===== config.mk =====
export PLATFORM = sky130hd
export DESIGN_NAME = piso_stream
export DESIGN_NICKNAME = d
export VERILOG_FILES = /design/src/rtl/piso_stream.sv
export SDC_FILE = /design/constraint.sdc
export NUM_CORES = 1
export LEC_CHECK = 0
export BUFFER_PORTS_ARGS = -buffer_cell sky130_fd_sc_hd__clkbuf_2
export CORE_AREA = 2 2 39 41
export CTS_CLUSTER_SIZE = 28
export DETAILED_ROUTE_END_ITERATION = 7
export DIE_AREA = 0 0 41 43
export HOLD_SLACK_MARGIN = 0.12
export PLACE_DENSITY = 0.72
export SETUP_SLACK_MARGIN = 0.1
export SLEW_MARGIN = 40
export SYNTH_ARGS = -nofsm -noshare
export SYNTH_HDL_FRONTEND = slang
export SYNTH_SLANG_ARGS = --single-unit
export TNS_END_PERCENT = 100

===== constraint.sdc =====
create_clock -name clk -period 1.5 [get_ports clk]
set_input_delay 0.15 -clock clk [delete_from_list [all_inputs] [get_ports clk]]
set_output_delay 0.15 -clock clk [all_outputs]
set_load 0.01 [all_outputs]

===== src/rtl/piso_stream.sv =====
// ============================================================================
// piso_stream : parallel-to-serial converter with a one-word holding buffer
// Revision    : 1.0 - initial release
// ============================================================================
`default_nettype none

module piso_stream #(
   parameter int   WIDTH     = 4,
   parameter bit   LSB_FIRST = 1'b1,
   parameter logic IDLE_VAL  = 1'b0
) (
   input  logic             clk,
   input  logic             rst,
   input  logic [WIDTH-1:0] in_data,
   input  logic             in_valid,
   output logic             in_ready,
   output logic             ser_out,
   output logic             ser_valid,
   input  logic             ser_ready,
   output logic             ser_last,
   output logic             empty
);

   localparam int                 c_cnt_w    = (WIDTH > 2) ? $clog2(WIDTH) : 1;
   localparam logic [c_cnt_w-1:0] c_last_cnt = c_cnt_w'(WIDTH - 1);

   logic [WIDTH-1:0]   shift_q, shift_d;
   logic [WIDTH-1:0]   hold_q, hold_d;
   logic [c_cnt_w-1:0] cnt_q, cnt_d;
   logic               ser_valid_q, ser_valid_d;
   logic               hold_valid_q, hold_valid_d;

   logic [WIDTH-1:0]   w_shift_adv;
   logic               w_head_bit;
   logic               w_accept;
   logic               w_last;
   logic               w_xfer;
   logic               w_done;
   logic               w_load_slot;

   generate
      if (LSB_FIRST) begin : g_lsb_first
         assign w_shift_adv = {1'b0, shift_q[WIDTH-1:1]};
         assign w_head_bit  = shift_q[0];
      end else begin : g_msb_first
         assign w_shift_adv = {shift_q[WIDTH-2:0], 1'b0};
         assign w_head_bit  = shift_q[WIDTH-1];
      end
   endgenerate

   assign w_accept    = in_valid & in_ready;
   assign w_last      = ser_valid_q & (cnt_q == c_last_cnt);
   assign w_xfer      = ser_valid_q & ser_ready;
   assign w_done      = w_xfer & w_last;
   // The shifter may take a new word when idle or on the edge its last bit leaves.
   assign w_load_slot = ~ser_valid_q | w_done;

   always_comb begin
      shift_d      = shift_q;
      hold_d       = hold_q;
      cnt_d        = cnt_q;
      ser_valid_d  = ser_valid_q;
      hold_valid_d = hold_valid_q;

      if (w_xfer && !w_last) begin
         shift_d = w_shift_adv;
         cnt_d   = cnt_q + c_cnt_w'(1);
      end

      if (w_load_slot) begin
         if (hold_valid_q) begin
            shift_d      = hold_q;
            cnt_d        = '0;
            ser_valid_d  = 1'b1;
            hold_valid_d = w_accept;
            if (w_accept) begin
               hold_d = in_data;
            end
         end else if (w_accept) begin
            shift_d     = in_data;
            cnt_d       = '0;
            ser_valid_d = 1'b1;
         end else if (w_done) begin
            shift_d     = w_shift_adv;
            cnt_d       = '0;
            ser_valid_d = 1'b0;
         end
      end else if (w_accept) begin
         hold_d       = in_data;
         hold_valid_d = 1'b1;
      end
   end

   always_ff @(posedge clk or negedge rst) begin
      if (!rst) begin
         shift_q      <= '0;
         hold_q       <= '0;
         cnt_q        <= '0;
         ser_valid_q  <= 1'b0;
         hold_valid_q <= 1'b0;
      end else begin
         shift_q      <= shift_d;
         hold_q       <= hold_d;
         cnt_q        <= cnt_d;
         ser_valid_q  <= ser_valid_d;
         hold_valid_q <= hold_valid_d;
      end
   end

   assign in_ready  = rst & ~hold_valid_q;
   assign ser_valid = ser_valid_q;
   assign ser_out   = ser_valid_q ? w_head_bit : IDLE_VAL;
   assign ser_last  = w_last;
   assign empty     = ~ser_valid_q & ~hold_valid_q;

endmodule

`default_nettype wire


# Yosys cells after proc, flatten, opt, wreduce, memory -nomap -nowiden
# Index checks and enable logic that the tools add are counted.
[op_classes]
reduce_logical = 5
n_mux = 20
eq_ne = 2
bitwise = 9
add_sub_neg = 1
[ops]
columns = ["op", "count"]
rows = [
  ["4-bit two-way mux", 8],
  ["2-bit two-way mux", 5],
  ["1-bit two-way mux", 7],
  ["1-bit AND", 6],
  ["3-bit nonzero test", 1],
  ["2-bit by 1-bit adder with 2-bit output, second input constant", 1],
  ["2-bit equality test, second input constant", 1],
  ["2-bit inequality test, second input constant", 1],
  ["1-bit NOT", 2],
  ["2-bit AND reduction", 1],
  ["2-bit nonzero test", 1],
  ["1-bit logical AND", 1],
  ["1-bit logical NOT", 1],
  ["1-bit bitwise OR", 1],
]
[totals]
regBits = 12
output_inout_bits = 5

# Longest topological paths before layout
# Gate-level depths: netlist of run 1.
[depth]
depth_word = 9
ltp_mapped = 5
mapped_depth_nobuf = 5

# Least setup slack after synthesis of run 1
# No wires, ideal clock.
[synth_path]
path_type = "register -> register"
start = "reg cnt_q[0]"
end = "reg hold_q[0]"
setup_time_ps = 125
setup_slack_ps = 138
stages_incl_launch_ff = 6
period_less_slack_ps = 1362
required_ps = 1375
arrival_ps = 1238
cell_sequence = "dfrtp_1 -> ha_1 -> nand2_1 -> and2_4 -> nand2_1 -> mux2_2"
[synth_between]
elab_chain_cells = 5
[synth_lines]
columns = ["item", "line", "source"]
rows = [
  ["from (decl)", "29", "logic [c_cnt_w-1:0] cnt_q, cnt_d;"],
  ["from (signal assigned)", "104", "cnt_q <= cnt_d;"],
  ["2-bit equality test (*)", "52", "assign w_last = ser_valid_q & (cnt_q == c_last_cnt);"],
  ["1-bit AND (*)", "52", ""],
  ["1-bit AND (*)", "54", "assign w_done = w_xfer & w_last;"],
  ["1-bit bitwise OR (*)", "56", "assign w_load_slot = ~ser_valid_q | w_done;"],
  ["2-bit inequality test (no source line) or 4-bit two-way mux (tied branches)", "-", ""],
  ["to (signal assigned)", "103", "hold_q <= hold_d;"],
  ["to (decl)", "28", "logic [WIDTH-1:0] hold_q, hold_d;"],
]
# Every way passes the cells marked *; elsewhere a longest branch is shown, timed or not.
# A chain may end at the register's enable or synchronous reset.

==> implementation parameters, run 1 <==
Parameter                              Value

GRT
  Antenna violations before repair    0
  Global-route wire length before repair    approximately 2.2 mm
  Number of global-route vias before repair    528
  Overall routing resource usage    0.194
  Maximum number of pins on one net before global-route repair    10
  Total congestion overflow after global routing    0

Setup path
  Capturing element type of the critical path    register
  R2r worst-path depth    4
  Flop-to-flop setup slack    0.14 ns
  Worst reg2reg path startpoint    hold_valid_q$_DFFE_PN0P_
  Worst path slowest cell    dfrtp_1
  Worst setup path class    reg -> reg
  Cell-by-cell listing of the critical path    and3b_2 -> nand2_1 -> a211o_1 -> a31oi_1
  Buf+Inv Stages, Crit Path    0
  Delay contributed by the slowest stage of the critical path    0.42 ns
  CP required    1.69 ns
  Critical Path Fanout Max    5
  Category of cells accounting for the largest share of critical-path delay    compound AO/OA/AOI/OAI gates
  Crit path DAT    roughly 1.5 ns
  Type of element launching the critical path    register

Logic synthesis
  Post-synth EDFFs    0
  Dominant cell type by area after synthesis    dfrtp_1
  Area fraction of the dominant cell type after synthesis    0.471
  Mapped Avg Cell Area    9.52 um^2
  Yosys warning count    0
  Largest cells by area after synthesis    dfrtp_1 47%, mux2_2 8.8%, nand2_1 7.1%, nor2_1 4.7%, a211o_1 4.1%
  Post-synthesis cell area    around 640 um^2
  Post-synthesis sequential area ratio    0.471
  Async set or reset register ratio after synthesis    1.00
  Primary flip-flop cell chosen by synthesis mapping    dfrtp_1
  Post-synthesis net count    76
  Unique masters post-synth    22
  Cell count after synthesis    67
  Number of synthesized register bits    12

Status
  Result of the run    finished, final reports clean

Cells and area
  Share of post-route cells with drive strength above 1    0.395
  Finished Core Util    0.588
  Area growth from synthesis to layout    27.5%
  Post-layout net count    between 90 and 100
  Antenna fix cells    0

Timing
  Final period utilization    0.905
  Final worst setup slack    0.143 ns
  Maximum achievable frequency    737 MHz
  Post-route clock skew    0.00555 ns
  Setup-violating endpoint count in the final report    0
  Relative slew slack    0.699
  Final count of hold timing violations    0
  Tightest Pin Transition    around 0.45 ns
  Max-slew violations    0
  RSZ-0062 raised after global routing    yes
  Final setup TNS    0 ns
  Minimum clock period after layout    1.36 ns
  Hold slack    0.129 ns

Die
  Die footprint    1760 um^2
  Initial core utilization    0.461
  Count of boundary I/O pins    13
  Cell Rows    14
  Horizontal die dimension    41 um
  Standard cell core area    1380 um^2
  Die extent in y    43 um

Pwr
  Lkg Pwr    0.355 nW
  Max rail drop VDD    0.000790 V
  Final total power    1.30 mW
  Power Density    1600 nW/um^2

Drt
  WL/cell    14.3 um
  Number of search-and-repair iterations in the first detailed-routing pass    4
  Detailed-route wire length    1.46 mm
  Number of vias per cell after detailed routing    6.06
  Residual DRC count    0
  ANT nets after route    0
  DRC marker count from the first detailed-route iteration    11
  Total number of vias    618

CTS
  H-tree depth reported by CTS    1
  Number of sinks handled by clock tree synthesis    12
  Clock Tree Root    clkbuf_4
  Clk Latency, worst-skew pair    between 0.2 and 0.3 ns
  TritonCTS clock tree    done
  Max clock buf depth    2
  Number of buffers added by the clock tree synthesis step    3
  Worst-path clk slew    0.07 ns

Placed design
  Total half-perimeter wirelength after legalization and detailed placement    1.05 mm
  Number of buffers added on ports    12
  Pre-CTS setup slack    0.00279 ns
  Weighted congestion at the end of routability-driven global placement    0.889

Run
  Max_cap viols    0

Hold path
  Worst min-delay path category    in -> reg
  Worst-case hold path end point    hold_q[3]$_DFFE_PN0P_
  Number of stages on the worst hold path    2
  Start point of the worst hold path    in_data[3]
-- per-stage QoR --
stage,area (um^2),std cells
2_1_floorplan,638,67
3_3_place_gp,737,97
3_5_place_dp,737,97
4_1_cts,790,101
5_1_grt,813,102
6_report,813,102
-- worst reg2reg max path, cell delays in order, from the launching register on --
cell     delay, ns
dfrtp_1       0.42
and3b_2       0.33
nand2_1       0.08
a211o_1       0.26
a31oi_1       0.18
-- placed cells by master (no fill, tap or decap) --
master / Yosys / final
clkbuf_2: 0 / 12
dfrtp_1: 12 / 10
nand2_1: 12 / 9
nor2_1: 8 / 8
mux2_2: 5 / 5
buf_4: 1 / 5
a31oi_1: 4 / 4
nand4_1: 3 / 3
a211o_1: 3 / 3
clkbuf_4: 0 / 3
and2_1: 2 / 2
a21oi_1: 2 / 2
o21ai_0: 2 / 2
nand2_2: 0 / 2
a32oi_1: 3 / 2
dfrtp_2: 0 / 2
nor2b_1: 1 / 1
inv_1: 1 / 1
o21ai_1: 1 / 1
and2_4: 1 / 1
and3b_2: 0 / 1
nand3b_1: 1 / 1
and3_1: 1 / 1
o31ai_1: 1 / 1
nand2_4: 0 / 1
a32oi_2: 0 / 1
ha_4: 0 / 1
dlygate4sd3_1: 0 / 1
-- cell usage after synthesis, types with 2 or more instances --
cell type,instances
dfrtp_1,12
nand2_1,12
nor2_1,8
mux2_2,5
a31oi_1,4
a211o_1,3
a32oi_1,3
nand4_1,3
a21oi_1,2
and2_1,2
o21ai_0,2
-- cells by family (layout without fill, tap and decap cells) --
kind of cell,after synthesis,in the layout,synth area share
simple gates,30,30,0.226
buf+inv,3,22,0.0235
flops,12,12,0.471
compound gates,16,16,0.173
mux,5,5,0.0882
fa+ha+maj,1,1,0.0196
-- what timing repair did --
item,in CTS,in global routing
endpoints found under the hold margin,12,0
resized for setup,4,6
pin swaps,1,4
hold buffers,1,0
setup endpoints to repair,6,9
setup buffers,0,1
-- how the worst max path moves through the flow --
stage / cells after the start / end / start
after floorplan: 5 / hold_q[0]$_DFFE_PN0P_ / cnt_q[0]$_DFF_PN0_
after global placement: 5 / hold_q[0]$_DFFE_PN0P_ / cnt_q[0]$_DFF_PN0_
after detailed placement: 5 / hold_q[2]$_DFFE_PN0P_ / cnt_q[0]$_DFF_PN0_
after CTS: 4 / register / hold_valid_q$_DFFE_PN0P_
after global routing: 4 / register / hold_valid_q$_DFFE_PN0P_
final: 4 / register / hold_valid_q$_DFFE_PN0P_
-- layer usage --
metal | global-route usage | share of wire | up-vias
met3 | 0.0314 | 0.062 | 4
met5 | 0 | 0 | -
li1 | - | - | 288
met1 | 0.232 | 0.40 | 295
met4 | 0.120 | 0.022 | 0
met2 | 0.306 | 0.51 | 31
-- cell type report --
cell class / instances / area (um^2)
fill: 126 / 571
multi-input combinational: 52 / 357
sequential: 12 / 303
timing repair buffer: 18 / 108
clock buffer: 3 / 22.5
tap: 16 / 20.0
inverter: 1 / 3.75
-- report_power, final --
part | internal [mW] | switching [mW] | total (mW)
combinational | 0.274 | 0.255 | 0.530
clock | 0.0930 | 0.0996 | 0.193
sequential | 0.459 | 0.121 | 0.580
(Power assumes the default switching activity.)
==> run 2: changes to the inputs <==
--- a/config.mk
+++ b/config.mk
@@ -5,13 +5,15 @@
 export SDC_FILE = /design/constraint.sdc
 export NUM_CORES = 1
 export LEC_CHECK = 0
+export ABC_AREA = 1
 export BUFFER_PORTS_ARGS = -buffer_cell sky130_fd_sc_hd__clkbuf_2
-export CORE_AREA = 2 2 39 41
+export CORE_MARGIN = 1
+export CORE_UTILIZATION = 52
+export CTS_BUF_LIST = sky130_fd_sc_hd__clkbuf_4 sky130_fd_sc_hd__clkbuf_8 sky130_fd_sc_hd__clkbuf_16
 export CTS_CLUSTER_SIZE = 28
 export DETAILED_ROUTE_END_ITERATION = 7
-export DIE_AREA = 0 0 41 43
 export HOLD_SLACK_MARGIN = 0.12
-export PLACE_DENSITY = 0.72
+export PLACE_DENSITY = 0.76
 export SETUP_SLACK_MARGIN = 0.1
 export SLEW_MARGIN = 40
 export SYNTH_ARGS = -nofsm -noshare
==> run 2 against run 1 <==
Against the previous run:
- sequential power fell by 6.4%
- maximum frequency fell by 0.48%
- area after synthesis rose by 12%
- global-route usage rose by 9.2 points
==> implementation parameters, run 2 <==
Parameter                              Value

Setup path
  Buf+Inv Stages, Crit Path    2
  Worst setup path class    reg -> reg
  Delay contributed by the slowest stage of the critical path    0.41 ns
  R2r worst-path depth    6
  Worst path slowest cell    dfrtp_1
  Critical Path Fanout Max    7
  CP required    1.67 ns
  Crit path DAT    1.53 ns
  Capturing element type of the critical path    register
  Type of element launching the critical path    register
  Category of cells accounting for the largest share of critical-path delay    flip-flops
  Cell-by-cell listing of the critical path    ha_2 -> buf_4 -> a21oi_4 -> inv_4 -> o21ai_1 -> nand2_1
  Total number of cells along the worst setup path    6

Timing
  Final period utilization    0.909
  Relative slew slack    0.640
  Minimum clock period after layout    1.36 ns
  RSZ-0062 raised after global routing    yes
  Max-slew violations    0
  Final count of hold timing violations    0
  Hold slack    around 0.22 ns
  Maximum achievable frequency    around 730 MHz
  Setup-violating endpoint count in the final report    0
  Post-route clock skew    0.00174 ns
  Tightest Pin Transition    0.538 ns
  Final setup TNS    0 ns

Hold path
  Worst min-delay path category    in -> reg
  Number of stages on the worst hold path    4

GRT
  Number of global-route vias before repair    ~650
  Antenna violations before repair    0
  Overall routing resource usage    0.286
  Total congestion overflow after global routing    0
  Maximum number of pins on one net before global-route repair    14
  Global-route wire length before repair    2.77 mm

CTS
  Worst-path clk slew    0.08 ns
  Number of sinks handled by clock tree synthesis    12
  Clock Tree Root    clkbuf_4
  TritonCTS clock tree    done
  Number of buffers added by the clock tree synthesis step    3
  Max clock buf depth    2
  Clk Latency, worst-skew pair    approximately 0.28 ns
  H-tree depth reported by CTS    1

Logic synthesis
  Cell count after synthesis    99
  Mapped Avg Cell Area    7.22 um^2
  Area fraction of the dominant cell type after synthesis    0.420
  Post-synthesis net count    approximately 110
  Number of synthesized register bits    12
  Async set or reset register ratio after synthesis    1.00
  Leading cell types by count after synthesis    30 x nand2_1, 14 x nor2_1, 12 x dfrtp_1
  Most repeated cell in the gate-level netlist after synthesis    nand2_1
  Yosys warning count    0
  Unique masters post-synth    21
  Largest cells by area after synthesis    dfrtp_1 42%, nand2_1 16%, nor2_1 7.4%, nand3_1 6.3%, inv_1 4.7%
  Post-synthesis cell area    714 um^2
  Post-synth EDFFs    0
  Post-synthesis sequential area ratio    0.420
  Primary flip-flop cell chosen by synthesis mapping    dfrtp_1
  Dominant cell type by area after synthesis    dfrtp_1

Die
  Initial core utilization    0.602
  Cell Rows    12
  Horizontal die dimension    approximately 39 um
  Die extent in y    39.1 um
  Standard cell core area    about 1200 um^2
  Count of boundary I/O pins    13
  Die footprint    1530 um^2

Pwr
  Power Density    1620 nW/um^2
  Lkg Pwr    0.494 nW
  Max rail drop VDD    0.00143 V

Drt
  Number of vias per cell after detailed routing    5.24
  ANT nets after route    0
  Number of search-and-repair iterations in the first detailed-routing pass    4
  Residual DRC count    0
  WL/cell    12.9 um
  Detailed-route wire length    1.81 mm
  Total number of vias    between 700 and 800
  DRC marker count from the first detailed-route iteration    21

Placed design
  Weighted congestion at the end of routability-driven global placement    0.849
  Number of buffers added on ports    12
  Total half-perimeter wirelength after legalization and detailed placement    1.19 mm

Cells and area
  Fill cell count    83
  Share of post-route cells with drive strength above 1    0.262
  Post-layout net count    approximately 140
  Commonest cells after routing, fill and taps aside    29 x nand2_1, 14 x nor2_1, 12 x dfrtp_1
  Antenna fix cells    0
  Area growth from synthesis to layout    31.5%
  Most common library cell in the layout ignoring fill and taps    nand2_1

Run
  Max_cap viols    0

Status
  Result of the run    finished, final reports clean
[run 2: final cells by class]
type | instances | area (um^2) | area share
clock buffers | 4 | 36.3 | 0.0386
multi-input cells | 74 | 359 | 0.382
inverters | 11 | 43.8 | 0.0466
well taps | 14 | 17.5 | 0.0186
repair buffers | 25 | 183 | 0.194
flip-flops and latches | 12 | 300 | 0.320
[run 2: final timing paths]
check,start,to,slack [ns]
worst min-delay path,ser_ready,cnt_q[0]$_DFF_PN0_,0.22
min in group asynchronous,rst,shift_q[3]$_DFF_PN0_,0.33
worst min register to register,hold_q[2]$_DFFE_PN0P_,hold_q[2]$_DFFE_PN0P_,0.50
worst max-delay path,cnt_q[1]$_DFF_PN0_,hold_q[0]$_DFFE_PN0P_,0.14
worst max register to register,cnt_q[1]$_DFF_PN0_,hold_q[0]$_DFFE_PN0P_,0.14
max in group asynchronous,rst,hold_q[0]$_DFFE_PN0P_,0.52
[run 2: routing by layer]
metal / global-route usage / wire (um) / share of wire
met4: 0.138 / 30 / 0.017
met1: 0.314 / 815 / 0.45
met5: 0 / 0 / 0
met3: 0.0694 / 51 / 0.028
met2: 0.504 / 911 / 0.50
[run 2: kinds of logic (layout without fill, tap and decap cells)]
group / after synthesis / after routing / share of synthesized area
and+or+nand+nor: 63 / 63 / 0.389
buffers and inverters: 13 / 40 / 0.0841
DFF: 12 / 12 / 0.420
AOI/OAI and AO/OA: 10 / 10 / 0.0893
adders and majority gates: 1 / 1 / 0.0175
[run 2: tightest hold or removal path, cell delays in order]
cell and delay, ns:
clkbuf_2 0.14, nand3_1 0.07, o21ai_0 0.07, a21oi_1 0.04
[run 2: power by group]
part	leakage, nW	switching, mW	internal [mW]
combinational	0.325	0.391	0.314
clock	0.0210	0.124	0.148
sequential	0.148	0.0866	0.457
total	0.494	0.601	0.919
[run 2: timing repair]
| action | 4_1_cts | 5_1_grt |
|---|---|---|
| gates cloned | 0 | 0 |
| endpoints found under the hold margin | 16 | 0 |
| endpoints found under the setup margin | 1 | 8 |
| pin swaps | 0 | 2 |
| resized for setup | 1 | 9 |
| setup buffers | 2 | 2 |
| hold buffers | 6 | 0 |
[run 2: metrics by stage]
step	total power, mW	instance area [um^2]	util	cells	worst slack (ns)
6_report	1.52	940	0.792	140	0.136
5_1_grt	1.63	940	0.792	140	0.0648
4_1_cts	1.43	912	0.769	138	0.127
3_5_place_dp	1.11	798	0.673	126	0.193
3_3_place_gp	1.09	798	0.673	126	0.222
2_1_floorplan	0.943	714	-	99	0.226
